`config.mk`:
```
export PLATFORM = sky130hd
export DESIGN_NAME = hub75_bcm_scan_driver_flat
export DESIGN_NICKNAME = d
export VERILOG_FILES = /design/src/rtl/hub75_pkg.sv /design/src/rtl/hub75_bcm_scan_driver_if.sv /design/src/rtl/bcm_timer.sv /design/src/rtl/hub75_bcm_scan_driver.sv /design/src/flat_wrapper.sv
export SDC_FILE = /design/constraint.sdc
export NUM_CORES = 1
export LEC_CHECK = 0
export BUFFER_PORTS_ARGS = -buffer_cell sky130_fd_sc_hd__buf_2
export CORE_AREA = 2 2 78 80
export CTS_BUF_LIST = sky130_fd_sc_hd__clkbuf_16
export DETAILED_ROUTE_END_ITERATION = 16
export DIE_AREA = 0 0 80 82
export SYNTH_ARGS = -nofsm -noshare
export SYNTH_HDL_FRONTEND = slang
export SYNTH_SLANG_ARGS = --single-unit
```
`constraint.sdc`:
```
create_clock -name clk_in -period 2.9 [get_ports clk_in]
set_clock_uncertainty 0.15 [all_clocks]
set_input_delay 0.435 -clock clk_in [delete_from_list [all_inputs] [get_ports clk_in]]
set_output_delay 0.435 -clock clk_in [all_outputs]
set_load 0.02 [all_outputs]
```
`src/rtl/hub75_pkg.sv`:
```
// Shared types and helpers for the HUB75 BCM scan driver: FSM state encoding,
// bits-per-channel derivation, per-plane pixel bit extraction and plane durations.
package hub75_pkg;

  typedef enum logic [2:0] {
    S_IDLE    = 3'd0,
    S_FETCH   = 3'd1,
    S_SHIFT   = 3'd2,
    S_BLANK   = 3'd3,
    S_LATCH   = 3'd4,
    S_DISPLAY = 3'd5
  } state_t;

  // Pixels are zero-extended to this width before bit extraction.
  localparam int PIX_MAX = 64;

  function automatic int calc_bpc(input int rgb_res);
    return rgb_res / 3;
  endfunction

  // Returns {R,G,B} bit `plane` of a packed {R,G,B} pixel with bpc bits per channel.
  function automatic logic [2:0] extract_rgb(input logic [PIX_MAX-1:0] pix,
                                             input int bpc, input int plane);
    logic [5:0] ir;
    logic [5:0] ig;
    logic [5:0] ib;
    ir = 6'(2 * bpc + plane);
    ig = 6'(bpc + plane);
    ib = 6'(plane);
    return {pix[ir], pix[ig], pix[ib]};
  endfunction

  function automatic int plane_duration(input int base, input int plane);
    return base << plane;
  endfunction

endpackage

```
`src/rtl/hub75_bcm_scan_driver_if.sv`:
```
// Frame-buffer read port between the scan driver (master) and the pixel store (slave).
interface hub75_bcm_scan_driver_if #(
  parameter int NUM_COLS   = 64,
  parameter int SCAN_RATE  = 32,
  parameter int RGB_RES    = 9,
  parameter int NUM_CHAINS = 1
);

  // pix_rd_en is a single-cycle strobe qualifying pix_row/pix_col; the slave must
  // present pix_top/pix_bot exactly one cycle later. There is no back-pressure.
  logic                             pix_rd_en;
  logic [$clog2(SCAN_RATE)-1:0]     pix_row;
  logic [$clog2(NUM_COLS)-1:0]      pix_col;
  logic [NUM_CHAINS*RGB_RES-1:0]    pix_top;
  logic [NUM_CHAINS*RGB_RES-1:0]    pix_bot;

  modport master (
    output pix_rd_en,
    output pix_row,
    output pix_col,
    input  pix_top,
    input  pix_bot
  );

  modport slave (
    input  pix_rd_en,
    input  pix_row,
    input  pix_col,
    output pix_top,
    output pix_bot
  );

endinterface

```
`src/rtl/bcm_timer.sv`:
```
// Display-phase timer: loaded with a plane duration, runs for duration+1 cycles and
// holds OE low for the on-time. With HUB75_BRIGHTNESS_EN the on-time is scaled.
module bcm_timer #(
  parameter int TW = 3
) (
  input  logic          clk,
  input  logic          rst,
  input  logic          load,
  input  logic          run,
  input  logic [TW-1:0] duration,
`ifdef HUB75_BRIGHTNESS_EN
  input  logic [7:0]    brightness,
`endif
  output logic          oe_n,
  output logic          done
);

  logic [TW-1:0] remain;
  logic [TW-1:0] on_left;
  logic [TW-1:0] on_time;

  always_comb begin
    on_time = duration;
`ifdef HUB75_BRIGHTNESS_EN
    on_time = TW'(((TW+8)'(duration) * (TW+8)'(brightness)) >> 8);
`endif
  end

  always_ff @(posedge clk or posedge rst) begin
    if (rst) begin
      remain  <= '0;
      on_left <= '0;
    end else if (load) begin
      remain  <= duration;
      on_left <= on_time;
    end else if (run) begin
      if (remain != '0) remain <= remain - TW'(1);
      if (on_left != '0) on_left <= on_left - TW'(1);
    end
  end

  // The extra cycle at remain==0 is the blanked tail on which DISPLAY exits.
  assign done = run && (remain == '0);
  assign oe_n = !(run && (on_left != '0));

endmodule

```
`src/rtl/hub75_bcm_scan_driver.sv`:
```
// HUB75 panel scan driver with binary-code modulation: fetches a row pair per plane,
// shifts it out, latches and displays. Optional macro: HUB75_BRIGHTNESS_EN.
module hub75_bcm_scan_driver
  import hub75_pkg::*;
#(
  parameter int NUM_COLS   = 64,
  parameter int SCAN_RATE  = 32,
  parameter int RGB_RES    = 9,
  parameter int NUM_CHAINS = 1,
  parameter int CLK_DIV    = 2,
  parameter int BCM_BASE   = 4
) (
  input  logic                         clk_in,
  input  logic                         rst_in,
  input  logic                         enable,
`ifdef HUB75_BRIGHTNESS_EN
  input  logic [7:0]                   brightness,
`endif
  hub75_bcm_scan_driver_if.master      pix,
  output logic [$clog2(SCAN_RATE)-1:0] hub75_addr,
  output logic [3*NUM_CHAINS-1:0]      hub75_rgb0,
  output logic [3*NUM_CHAINS-1:0]      hub75_rgb1,
  output logic                         hub75_latch,
  output logic                         hub75_OE,
  output logic                         hub75_clk,
  output logic                         frame_done,
  output logic                         busy,
  output state_t                       dbg_state
);

  localparam int BPC = calc_bpc(RGB_RES);
  localparam int RW  = $clog2(SCAN_RATE);
  localparam int CW  = $clog2(NUM_COLS);
  localparam int PW  = (BPC > 1) ? $clog2(BPC) : 1;
  localparam int DW  = $clog2(CLK_DIV);
  localparam int TW  = $clog2((BCM_BASE << (BPC - 1)) + 1);

  state_t          state;
  state_t          state_nx;
  logic [RW-1:0]   row;
  logic [PW-1:0]   plane;
  logic [CW-1:0]   col;
  logic [DW-1:0]   div_cnt;
  logic [3*NUM_CHAINS-1:0] rgb0_q;
  logic [3*NUM_CHAINS-1:0] rgb1_q;
  logic [3*NUM_CHAINS-1:0] rgb0_live;
  logic [3*NUM_CHAINS-1:0] rgb1_live;

  logic last_div;
  logic last_col;
  logic last_plane;
  logic last_row;
  logic data_cycle;
  logic plane_end;
  logic tmr_oe_n;
  logic tmr_done;

  assign last_div   = (div_cnt == DW'(CLK_DIV - 1));
  assign last_col   = (col == CW'(NUM_COLS - 1));
  assign last_plane = (plane == PW'(BPC - 1));
  assign last_row   = (row == RW'(SCAN_RATE - 1));
  // Read data for the current column arrives on the first cycle of each pixel.
  assign data_cycle = (state == S_SHIFT) && (div_cnt == '0);
  assign plane_end  = (state == S_DISPLAY) && tmr_done;

  always_comb begin
    rgb0_live = '0;
    rgb1_live = '0;
    for (int k = 0; k < NUM_CHAINS; k++) begin
      rgb0_live[3*k +: 3] = extract_rgb(PIX_MAX'(pix.pix_top[k*RGB_RES +: RGB_RES]), BPC, int'(plane));
      rgb1_live[3*k +: 3] = extract_rgb(PIX_MAX'(pix.pix_bot[k*RGB_RES +: RGB_RES]), BPC, int'(plane));
    end
  end

  always_ff @(posedge clk_in or posedge rst_in) begin
    if (rst_in) state <= S_IDLE;
    else        state <= state_nx;
  end

  always_comb begin
    state_nx = state;
    case (state)
      S_IDLE:    if (enable) state_nx = S_FETCH;
      S_FETCH:   state_nx = S_SHIFT;
      S_SHIFT:   if (last_col && last_div) state_nx = S_BLANK;
      S_BLANK:   state_nx = S_LATCH;
      S_LATCH:   state_nx = S_DISPLAY;
      S_DISPLAY: if (tmr_done) state_nx = enable ? S_FETCH : S_IDLE;
      default:   state_nx = S_IDLE;
    endcase
  end

  always_comb begin
    pix.pix_rd_en = (state == S_FETCH) ||
                    ((state == S_SHIFT) && last_div && !last_col);
    pix.pix_row   = row;
    pix.pix_col   = (state == S_SHIFT) ? col + CW'(1) : '0;
    hub75_clk     = (state == S_SHIFT) && (div_cnt >= DW'(CLK_DIV / 2));
    hub75_latch   = (state == S_LATCH);
    hub75_OE      = (state == S_DISPLAY) ? tmr_oe_n : 1'b1;
    hub75_rgb0    = data_cycle ? rgb0_live : rgb0_q;
    hub75_rgb1    = data_cycle ? rgb1_live : rgb1_q;
    frame_done    = plane_end && last_plane && last_row;
    busy          = (state != S_IDLE);
    dbg_state     = state;
  end

  always_ff @(posedge clk_in or posedge rst_in) begin
    if (rst_in) begin
      rgb0_q <= '0;
      rgb1_q <= '0;
    end else if (data_cycle) begin
      rgb0_q <= rgb0_live;
      rgb1_q <= rgb1_live;
    end
  end

  always_ff @(posedge clk_in or posedge rst_in) begin
    if (rst_in) begin
      row        <= '0;
      plane      <= '0;
      col        <= '0;
      div_cnt    <= '0;
      hub75_addr <= '0;
    end else begin
      case (state)
        S_FETCH: begin
          col     <= '0;
          div_cnt <= '0;
        end
        S_SHIFT: begin
          if (last_div) begin
            div_cnt <= '0;
            col     <= last_col ? '0 : col + CW'(1);
          end else begin
            div_cnt <= div_cnt + DW'(1);
          end
        end
        S_BLANK: hub75_addr <= row;
        S_DISPLAY: begin
          // Plane advances even when disabled, so a re-enable resumes at the next plane.
          if (tmr_done) begin
            if (last_plane) begin
              plane <= '0;
              row   <= last_row ? '0 : row + RW'(1);
            end else begin
              plane <= plane + PW'(1);
            end
          end
        end
        default: ;
      endcase
    end
  end

  bcm_timer #(
    .TW(TW)
  ) u_timer (
    .clk        (clk_in),
    .rst        (rst_in),
    .load       (state == S_BLANK),
    .run        (state == S_DISPLAY),
    .duration   (TW'(plane_duration(BCM_BASE, int'(plane)))),
`ifdef HUB75_BRIGHTNESS_EN
    .brightness (brightness),
`endif
    .oe_n       (tmr_oe_n),
    .done       (tmr_done)
  );

endmodule

```
`src/flat_wrapper.sv`:
```
// flat-port wrapper written by rule: the top's interface ports become plain ports
module hub75_bcm_scan_driver_flat import hub75_pkg::*;
#(
  parameter int NUM_COLS   = 64,
  parameter int SCAN_RATE  = 32,
  parameter int RGB_RES    = 9,
  parameter int NUM_CHAINS = 1,
  parameter int CLK_DIV    = 2,
  parameter int BCM_BASE   = 4
)
  (clk_in, rst_in, enable, hub75_addr, hub75_rgb0, hub75_rgb1, hub75_latch, hub75_OE, hub75_clk, frame_done, busy, dbg_state, pix_pix_rd_en, pix_pix_row, pix_pix_col, pix_pix_top, pix_pix_bot);
  hub75_bcm_scan_driver_if #(.NUM_COLS(NUM_COLS), .SCAN_RATE(SCAN_RATE), .RGB_RES(RGB_RES), .NUM_CHAINS(NUM_CHAINS)) pix_i ();
  input  logic clk_in;
  input  logic rst_in;
  input  logic enable;
  output logic [$clog2(SCAN_RATE)-1:0] hub75_addr;
  output logic [3*NUM_CHAINS-1:0] hub75_rgb0;
  output logic [3*NUM_CHAINS-1:0] hub75_rgb1;
  output logic hub75_latch;
  output logic hub75_OE;
  output logic hub75_clk;
  output logic frame_done;
  output logic busy;
  output state_t dbg_state;
  output wire logic [$bits(pix_i.pix_rd_en)-1:0] pix_pix_rd_en;
  output wire logic [$bits(pix_i.pix_row)-1:0] pix_pix_row;
  output wire logic [$bits(pix_i.pix_col)-1:0] pix_pix_col;
  input wire logic [$bits(pix_i.pix_top)-1:0] pix_pix_top;
  input wire logic [$bits(pix_i.pix_bot)-1:0] pix_pix_bot;
  assign pix_pix_rd_en = pix_i.pix_rd_en;
  assign pix_pix_row = pix_i.pix_row;
  assign pix_pix_col = pix_i.pix_col;
  assign pix_i.pix_top = pix_pix_top;
  assign pix_i.pix_bot = pix_pix_bot;
  hub75_bcm_scan_driver #(.NUM_COLS(NUM_COLS), .SCAN_RATE(SCAN_RATE), .RGB_RES(RGB_RES), .NUM_CHAINS(NUM_CHAINS), .CLK_DIV(CLK_DIV), .BCM_BASE(BCM_BASE)) u_core (.clk_in(clk_in), .rst_in(rst_in), .enable(enable), .pix(pix_i), .hub75_addr(hub75_addr), .hub75_rgb0(hub75_rgb0), .hub75_rgb1(hub75_rgb1), .hub75_latch(hub75_latch), .hub75_OE(hub75_OE), .hub75_clk(hub75_clk), .frame_done(frame_done), .busy(busy), .dbg_state(dbg_state));
endmodule
```
Word-level counts from Yosys, hierarchy flattened:

Cells that the tools add are included.

* bits in read-only memories: 0
* output and inout port bits: 31
* bits in latches: 0
* memories: 0
* register bits after elaboration: 38
* word-level logic and storage cells: 98
* bits in writable memories: 0
* input bits: 21

* div/mod/pow operators: 0
* add/subtract/negate cells: 8
* reductions and logical operators: 28
* bitwise logic cells: 1
* equal/unequal tests: 12
* magnitude comparators: 4
* shifts and indexed selects: 1
* mux-type cells: 34
* $mul: 0

Operators by type and width (number)
* two-way mux 5 bit: 7
* binary-select mux 1 bit (select 6 bit): 4
* two-way mux 6 bit: 3
* case mux 3 bit (6 select lines): 1
* two-way mux 3 bit: 5
* less-than comparator 6 x 7 -> 1 bit (second input constant): 2
* case mux 6 bit (2 select lines): 1
* logical AND 1 bit: 10
* nonzero test 5 bit: 2
* subtractor 5 x 1 -> 5 bit (second input constant): 2
* two-way mux 1 bit: 9
* AND reduction 2 bit: 4
* nonzero test 2 bit: 4
* less-than comparator 2 x 7 -> 1 bit (second input constant): 1
* adder 6 x 1 -> 6 bit (second input constant): 1
* == test 3 x 2 -> 1 bit (second input constant): 2
* == test 3 bit (second input constant): 2
* == test 6 bit (second input constant): 1
* != test 2 x 1 -> 1 bit (second input constant): 3
* AND reduction 3 bit: 2
* adder 5 x 1 -> 5 bit (second input constant): 1
* == test 5 bit (second input constant): 1
* logical NOT 5 bit: 1
* left shift 3 x 2 -> 5 bit (first input constant): 1
* other kinds (16): 18

Depth between registers and ports, before layout:

Gate-level depths: netlist of the first run.

* word-level depth: 5
* gate-level depth with buffers: 6
* mapped depth without buffers: 6

Cells and area by module:

From an unflattened synthesis of the first run, not the netlist that was laid out.

* cells, all modules: 238
* area total of the unflattened synthesis: 2265.9 µm²

Modules (own cells, without submodules)
* hub75_bcm_scan_driver: sequential area each 700.7 µm², area an instance 1679.1 µm², instances 1, cells each 175
* bcm_timer: sequential area each 250.2 µm², area an instance 586.8 µm², instances 1, cells each 63

Least setup slack after synthesis of the first run:

OpenSTA, ideal clock, no wires.

* kind: flip-flop to output port
* from: register u_core.plane[1]
* to: output port hub75_rgb0[1]
* slack: 0.565 ns
* stages on the path, launching flop included: 7
* data required time: 2.315 ns
* buffers on the path: 1
* arrival: 1.750 ns
* path through: dfrtp_1 > clkbuf_1 > inv_1 > ha_1 > mux4_2 > mux2i_1 > a21oi_1

* cells in the longest elaborated chain, start to end: 4

Ends and longest elaborated chain
* start, declared: line hub75_bcm_scan_driver.sv:41 `logic [PW-1:0] plane;`
* start signal, assigned: line hub75_bcm_scan_driver.sv:147 `plane <= plane + PW'(1);`
* adder 2 x 2 -> 3 bit: line hub75_pkg.sv:28 `ig = 6'(bpc + plane);`
* binary-select mux 1 bit (select 6 bit): line hub75_pkg.sv:30 `return {pix[ir], pix[ig], pix[ib]};`
* two-way mux 1 bit (implied by the code): line hub75_pkg.sv:30
* two-way mux 3 bit
* end, declared: line flat_wrapper.sv:17 `output logic [3*NUM_CHAINS-1:0] hub75_rgb0;`

No other way between the ends. The select of a mux whose other input is x is not followed.

Worst setup path in the final report of the first run:

* from: register u_core.state[0] (netlist: u_core.dbg_state[0])
* to: output port hub75_rgb1[0]

* cells in the longest elaborated chain, start to end: 3

Ends and longest elaborated chain
* start, declared: line hub75_bcm_scan_driver.sv:38 `state_t state;`
* start signal, assigned: line hub75_bcm_scan_driver.sv:77 `else state <= state_nx;`
* == test 3 x 2 -> 1 bit: line hub75_bcm_scan_driver.sv:63 `assign data_cycle = (state == S_SHIFT) && (div_cnt == '0);`
* logical AND 1 bit: line hub75_bcm_scan_driver.sv:63
* two-way mux 3 bit
* end, declared: line flat_wrapper.sv:18 `output logic [3*NUM_CHAINS-1:0] hub75_rgb1;`

No other way between the ends.

==> results of run 1 <==
## power breakdown
group          leakage, nW  total (W)  switching (W)  internal [W]
clock               0.0694   0.000518       0.000207      0.000310
sequential           0.501   0.000536     0.00000105      0.000535
combinational        0.735  0.0000513      0.0000281     0.0000232
## synth_stat cells
cell type	n
o221ai_1	2
o311ai_0	1
and3_1	2
nor3b_1	2
maj3_1	1
o211ai_1	1
a21o_1	2
o21ai_0	22
and3b_2	1
clkbuf_1	4
or4b_1	1
or4_1	1
buf_2	3
nor4b_4	1
and3b_1	1
and4_2	1
xor2_1	2
mux4_2	6
nand3_4	1
a31oi_1	3
nor3b_2	1
o21a_1	1
a21o_2	1
inv_1	11
ha_1	8
mux2i_1	5
nor3_1	3
nand3b_1	5
o21ai_1	1
xnor2_1	3
a21oi_1	5
or3_1	2
nand2b_1	5
nor2_1	19
nand3_1	11
o31ai_1	2
nand2_1	34
and2_1	3
mux2_2	5
or3b_2	2
nor2_4	1
dfrtp_1	38
## worst max-delay path, cell delays in order, from the launching register on
cell,delay (ps)
dfrtp_1,370
or3b_2,600
nor2_4,260
mux2_2,380
buf_2,160
## timing repair
action | CTS | global route
gates resized for setup | 0 | 1
endpoints found under the setup margin | 0 | 1
buffers inserted | 0 | 0
hold endpoints to repair | 0 | 0
## final cells by class
type	count	area [um2]	share of cell area [%]
Clock buffer	5	125.1	4.677
Clock inverter	2	10.01	0.3742
Inverter	11	41.29	1.543
Multi-Input combinational cell	168	1160	43.36
Sequential cell	38	952.2	35.59
Tap cell	75	93.84	3.508
Timing Repair Buffer	56	292.8	10.94
## per-layer routing
metal,wire length [um],part of all wire [%]
met5,0,0
met1,2298,49
met2,2187,46
met4,78,1.7
met3,161,3.4
## stage by stage
step,power [W],area (um2),hold slack [ps],std cells
floorplan,0.0005720,2182,320.0,224
global placement,0.0005975,2539,303.5,348
detailed placement,0.0005983,2539,308.3,348
CTS,0.001125,2674,141.6,355
global route,0.001153,2675,162.3,355
finish,0.001104,2675,113.2,355
## flip-flops by register name (all words and copies together), names as in the netlist
| register | count |
|---|---|
| u_core.hub75_addr | 5 |
| u_core.plane | 2 |
| u_core.dbg_state | 3 |
| u_core.u_timer.remain | 5 |
| u_core.rgb0_q | 3 |
| u_core.col | 6 |
| u_core.u_timer.on_left | 5 |
| u_core.rgb1_q | 3 |
| u_core.pix.pix_row | 5 |
| u_core.div_cnt | 1 |
## worst paths after layout
check	start	slack, ps	to
max	u_core.dbg_state[0]	270	hub75_rgb1[0]
max reg2reg	u_core.u_timer.remain[0]	830	u_core.pix.pix_row[3]
min in group clk_in	u_core.hub75_addr[3]	320	u_core.hub75_addr[3]
min reg2reg	u_core.hub75_addr[3]	320	u_core.hub75_addr[3]
min	rst_in	110	u_core.rgb1_q[2]
max in group asynchronous	rst_in	2120	u_core.plane[1]
## logic make-up after synthesis
family	count (synthesis)	share of synthesized area, %
buffers and inverters	18	3.268
flip-flops	38	43.58
adder cells (fa/ha/maj)	9	5.046
AO/OA/AOI/OAI	41	10.95
AND/OR/NAND/NOR	97	24.08
multiplexers	16	11.07
XOR/XNOR	5	2.007
## cells in the final DEF (no fill, tap or decap), types with 3 or more instances in the layout
cell,netlist,routed
a31oi_1,3,3
nor3_1,3,3
nand3b_1,5,5
nand2_1,34,34
mux2_2,5,5
ha_1,8,8
a21oi_1,5,5
mux4_2,6,6
mux2i_1,5,5
nor2_1,19,19
buf_4,0,5
clkbuf_16,0,5
nand2b_1,5,5
dfrtp_1,38,37
o21ai_0,22,22
inv_1,11,11
nand3_1,11,11
xnor2_1,3,3
buf_2,3,51
and2_1,3,3
==> impl_metrics.tcl, run 1 <==
set metrics [dict create \
    status "completed" \
    synth_fp_nets 253 \
    place.gp.congestion 0.7892 \
    cp-start-kind "register" \
    n_fill_cell 577 \
    busiest_layer "met2" \
    end_kind "output port" \
    clockRootBuffer "clkbuf_16" \
    vdd.ir_drop.worst_uv 238.1 \
    pre_cts_slack_ps 453.9 \
    crit_type "reg -> out" \
    ys_types 42 \
    fin_util_pct 46.56 \
    holdBufCountCts 0 \
    die_w_um 80 \
    num-nets-final 309 \
    worst_pin_slew_ps 494.9 \
    drv_slew 0 \
    rsz0062_at_grt "false" \
    synth_seq_area_share_pct 43.58 \
    grtUsageMet1_pct 21.98 \
    hold_class "in -> async" \
    ys_ff_latch 38 \
    final-hold-violation-count 0 \
    portBuffers 51 \
    vias 1818 \
    critPathRequiredTime_ps 2320 \
    syn_inst 224 \
    tns_ps 0 \
    htree_levels 2 \
    cap_violations 0 \
    grt_pass1_wl_um 8176 \
    drc_errors 0 \
    diodes 0 \
    cts_tree "done" \
    initial_core_util_pct 37.98 \
    dr.pass1.iters 4 \
    relSlewSlack_pct 67.01 \
    overflow 0 \
    syn_area_um2 2182 \
    viasPerCell 5.121 \
    dp_hpwl_um 3447 \
    die_area_um2 6560 \
    rows 28 \
    grt_usage_pct 15.95 \
    clockBufferDepth 2 \
    area_growth_syn_to_layout_pct 22.59 \
    grt_max_degree 39 \
    p_per_area_nw_per_um2 412.9 \
    setup_violations 0 \
    pin_count 52 \
    ys.warnings.count 0 \
    clk_pin_slew_ps 60 \
    netlist.area_leader.share_pct 43.58 \
    die_y_um 82 \
    numCtsBuffers 5 \
    fmax_mhz 380.9 \
    crit_fanout 10 \
    clk_latency_ps 280 \
    leakagePower_nw 1.305 \
    core_area_um2 5746 \
    grt_pass1_vias 1729 \
    use_met3_pct 3.187 \
    grtUsageMet2_pct 24.83 \
    routed_wirelength_um 4726 \
    synth_area_leaders "dfrtp_1, mux4_2, nand2_1" \
    drive_above_1_share_pct 30.00 \
    drt_iter0_drc 90 \
    antenna_found_initial 0 \
    arrival_ps 2040 \
    min_period_ps 2625 \
    clock-sinks 38 \
    period_share_pct 90.53 \
    syn_avg_cell_area_um2 9.741 \
    worst_slack_ps 274.5 \
    post_drt_wl_per_cell_um 13.31 \
    yosysTopAreaCell "dfrtp_1" \
    reg2reg_depth 6 \
    ant_nets 0 \
]
(Power assumes the default switching activity.)
==> run 2, diff against run 1 <==
ABC_AREA = 1   (was default)
CORE_AREA = 2 2 61 107   (was 2 2 78 80)
DIE_AREA = 0 0 63 109   (was 0 0 80 82)
==> run 2 against run 1 <==
Compared with the run above: clock power up 21%; fmax up 6.3%; non-clock buffer count decreased by 2; synthesized area up 4.9%; hold slack worse by 0.62 ps; synthesized cell count up 43%; total power rose by 10%; core utilization increased by 0.13 points; critical path depth grew 4; routed wire length grew 20%; combinational power increased by 3.9%; critical path type unchanged.
==> impl_metrics.tcl, run 2 <==
set metrics [dict create \
    diodes 0 \
    fmax_mhz 404.8 \
    leakagePower_nw 1.595 \
    drc_errors 0 \
    ys.warnings.count 0 \
    place.gp.congestion 0.8198 \
    synth_area_leaders "dfrtp_1, nand2_1, inv_1" \
    cts_setup_buffers 0 \
    grt_max_degree 39 \
    post-place-cells 451 \
    grt_pass1_wl_um 9280 \
    routed_wirelength_um 5676 \
    ant_nets 0 \
    drv_slew 0 \
    grt_usage_pct 17.12 \
    syn_avg_cell_area_um2 7.133 \
    crit_fanout 8 \
    viasPerCell 4.760 \
    die_area_um2 6867 \
    holdBufCountCts 0 \
    clkPwrFrac_pct 51.5 \
    initial_core_util_pct 37.92 \
    dr.pass1.iters 4 \
    tns_ps 0 \
    rsz0062_at_grt "false" \
    grt_pass1_vias 2057 \
    p_int_w 0.0009594 \
    drive_above_1_share_pct 20.32 \
    die_w_um 63 \
    placed_area_um2 2649 \
    end_kind "output port" \
    switching_share_pct 21.02 \
    clockBufferDepth 2 \
    die_y_um 109 \
    yosysMostFrequentCell "nand2_1" \
    num-nets-final 407 \
    p_per_area_nw_per_um2 430.9 \
    pre_cts_slack_ps 739.7 \
    largest-register "u_core.col" \
    stdcell_count 459 \
    p_switching_w 0.0002553 \
    critPathRequiredTime_ps 2320 \
    vias 2185 \
    htree_levels 2 \
    ys_ff_latch 38 \
    netlist.area_leader.share_pct 41.53 \
    clk_pin_slew_ps 60 \
    synth-edff-count 0 \
    area_growth_syn_to_layout_pct 23.11 \
    synth_fp_nets 350 \
    dp_hpwl_um 4350 \
    ys_types 25 \
    cp-start-kind "register" \
    arrival_ps 1890 \
    drt_iter0_drc 78 \
    crit_type "reg -> out" \
    finalInstanceArea_um2 2819 \
    portBuffers 51 \
    cap_violations 0 \
    synth_commonest_cells "nand2_1, inv_1, dfrtp_1" \
    syn_inst 321 \
    period_share_pct 85.19 \
    synthArstFlopShare_pct 100.0 \
    final-hold-violation-count 0 \
    clockRootBuffer "clkbuf_16" \
    setup_violations 0 \
    hold_class "in -> async" \
    core_area_um2 6038 \
    synthFlopType "dfrtp_1" \
    worst_pin_slew_ps 494.7 \
    cts-resized-gates 0 \
    final_common_cell "nand2_1" \
    overflow 0 \
    yosysTopAreaCell "dfrtp_1" \
    vdd.ir_drop.worst_uv 421.5 \
    clock-sinks 38 \
    syn_area_um2 2290 \
    clk_latency_ps 280 \
    status "completed" \
    total_power_w 0.001215 \
    pin_count 52 \
    n_fill_cell 639 \
    post_drt_wl_per_cell_um 12.37 \
    worst_slack_ps 429.5 \
    rows 38 \
    seqPwrFrac_pct 44.1 \
    antenna_found_initial 0 \
    mostFrequentLayoutCells "nand2_1, inv_1, buf_2" \
    power_frac_comb_pct 4.4 \
    numCtsBuffers 5 \
    largest_reg_flops 6 \
    synth_seq_area_share_pct 41.53 \
    cts_tree "done" \
    relSlewSlack_pct 67.02 \
    min_period_ps 2471 \
]
## run 2: logic make-up after synthesis
logic type | after synthesis | synth area share [%]
simple gates | 166 | 33.01
fa+ha+maj | 8 | 4.372
compound gates | 43 | 9.672
buf+inv | 64 | 10.66
flops | 38 | 41.53
xor+xnor | 2 | 0.7652
## run 2: final timing paths
| kind | from | endpoint | slack, ps | cells past startpoint |
|---|---|---|---|---|
| setup / recovery | u_core.plane[1] | hub75_rgb0[1] | 430 | 8 |
| hold / removal | rst_in | u_core.col[3] | 110 | 3 |
| hold reg to reg | u_core.rgb0_q[0] | u_core.rgb0_q[0] | 320 | 2 |
| max in group asynchronous | rst_in | u_core.dbg_state[2] | 2140 | 3 |
| min in group clk_in | u_core.rgb0_q[0] | u_core.rgb0_q[0] | 320 | 2 |
| setup reg to reg | u_core.plane[0] | u_core.pix.pix_row[3] | 1020 | 7 |
## run 2: metal layers
metal / track usage, % / vias to the layer above / part of all wire (%)
met1: 17.65 / 992 / 39
met3: 2.993 / 6 / 4.2
met4: 6.508 / 0 / 1.7
li1: - / 1126 / -
met5: 0 / - / 0
met2: 33.66 / 61 / 55
## run 2: power groups by stage
| stage | logic [W] | registers (W) | clock network (W) |
|---|---|---|---|
| 5_1_grt | 0.0000608 | 0.000535 | 0.000662 |
| 6_report | 0.0000533 | 0.000536 | 0.000626 |
| 3_3_place_gp | 0.0000544 | 0.000545 | 0 |
| 4_1_cts | 0.0000545 | 0.000535 | 0.000639 |
| 2_1_floorplan | 0.0000276 | 0.000545 | 0 |
| 3_5_place_dp | 0.0000546 | 0.000545 | 0 |
## run 2: stage by stage
stage	util (%)	hold WS, ps
after floorplan	-	291.9
after global placement	43.87	305.3
after detailed placement	43.87	304.1
after CTS	46.68	135.9
after global routing	46.68	163.8
final	46.68	112.6
## run 2: layout make-up
| type | count | area, um2 | share of cell area (%) |
|---|---|---|---|
| Multi-Input combinational cell | 219 | 1095 | 38.84 |
| Tap cell | 80 | 100.1 | 3.551 |
| Clock inverter | 3 | 45.04 | 1.598 |
| Inverter | 60 | 225.2 | 7.989 |
| Clock buffer | 5 | 125.1 | 4.439 |
| Sequential cell | 38 | 950.9 | 33.73 |
| Timing Repair Buffer | 54 | 277.8 | 9.854 |
## run 2: worst max-delay path, stage by stage, from the launching register on
cell and delay, ps:
dfrtp_1 500, inv_1 150, ha_1 360, inv_1 130, nand3_1 80, nand3_1 70, nand3_1 70, nand2_1 80
buf_2 160
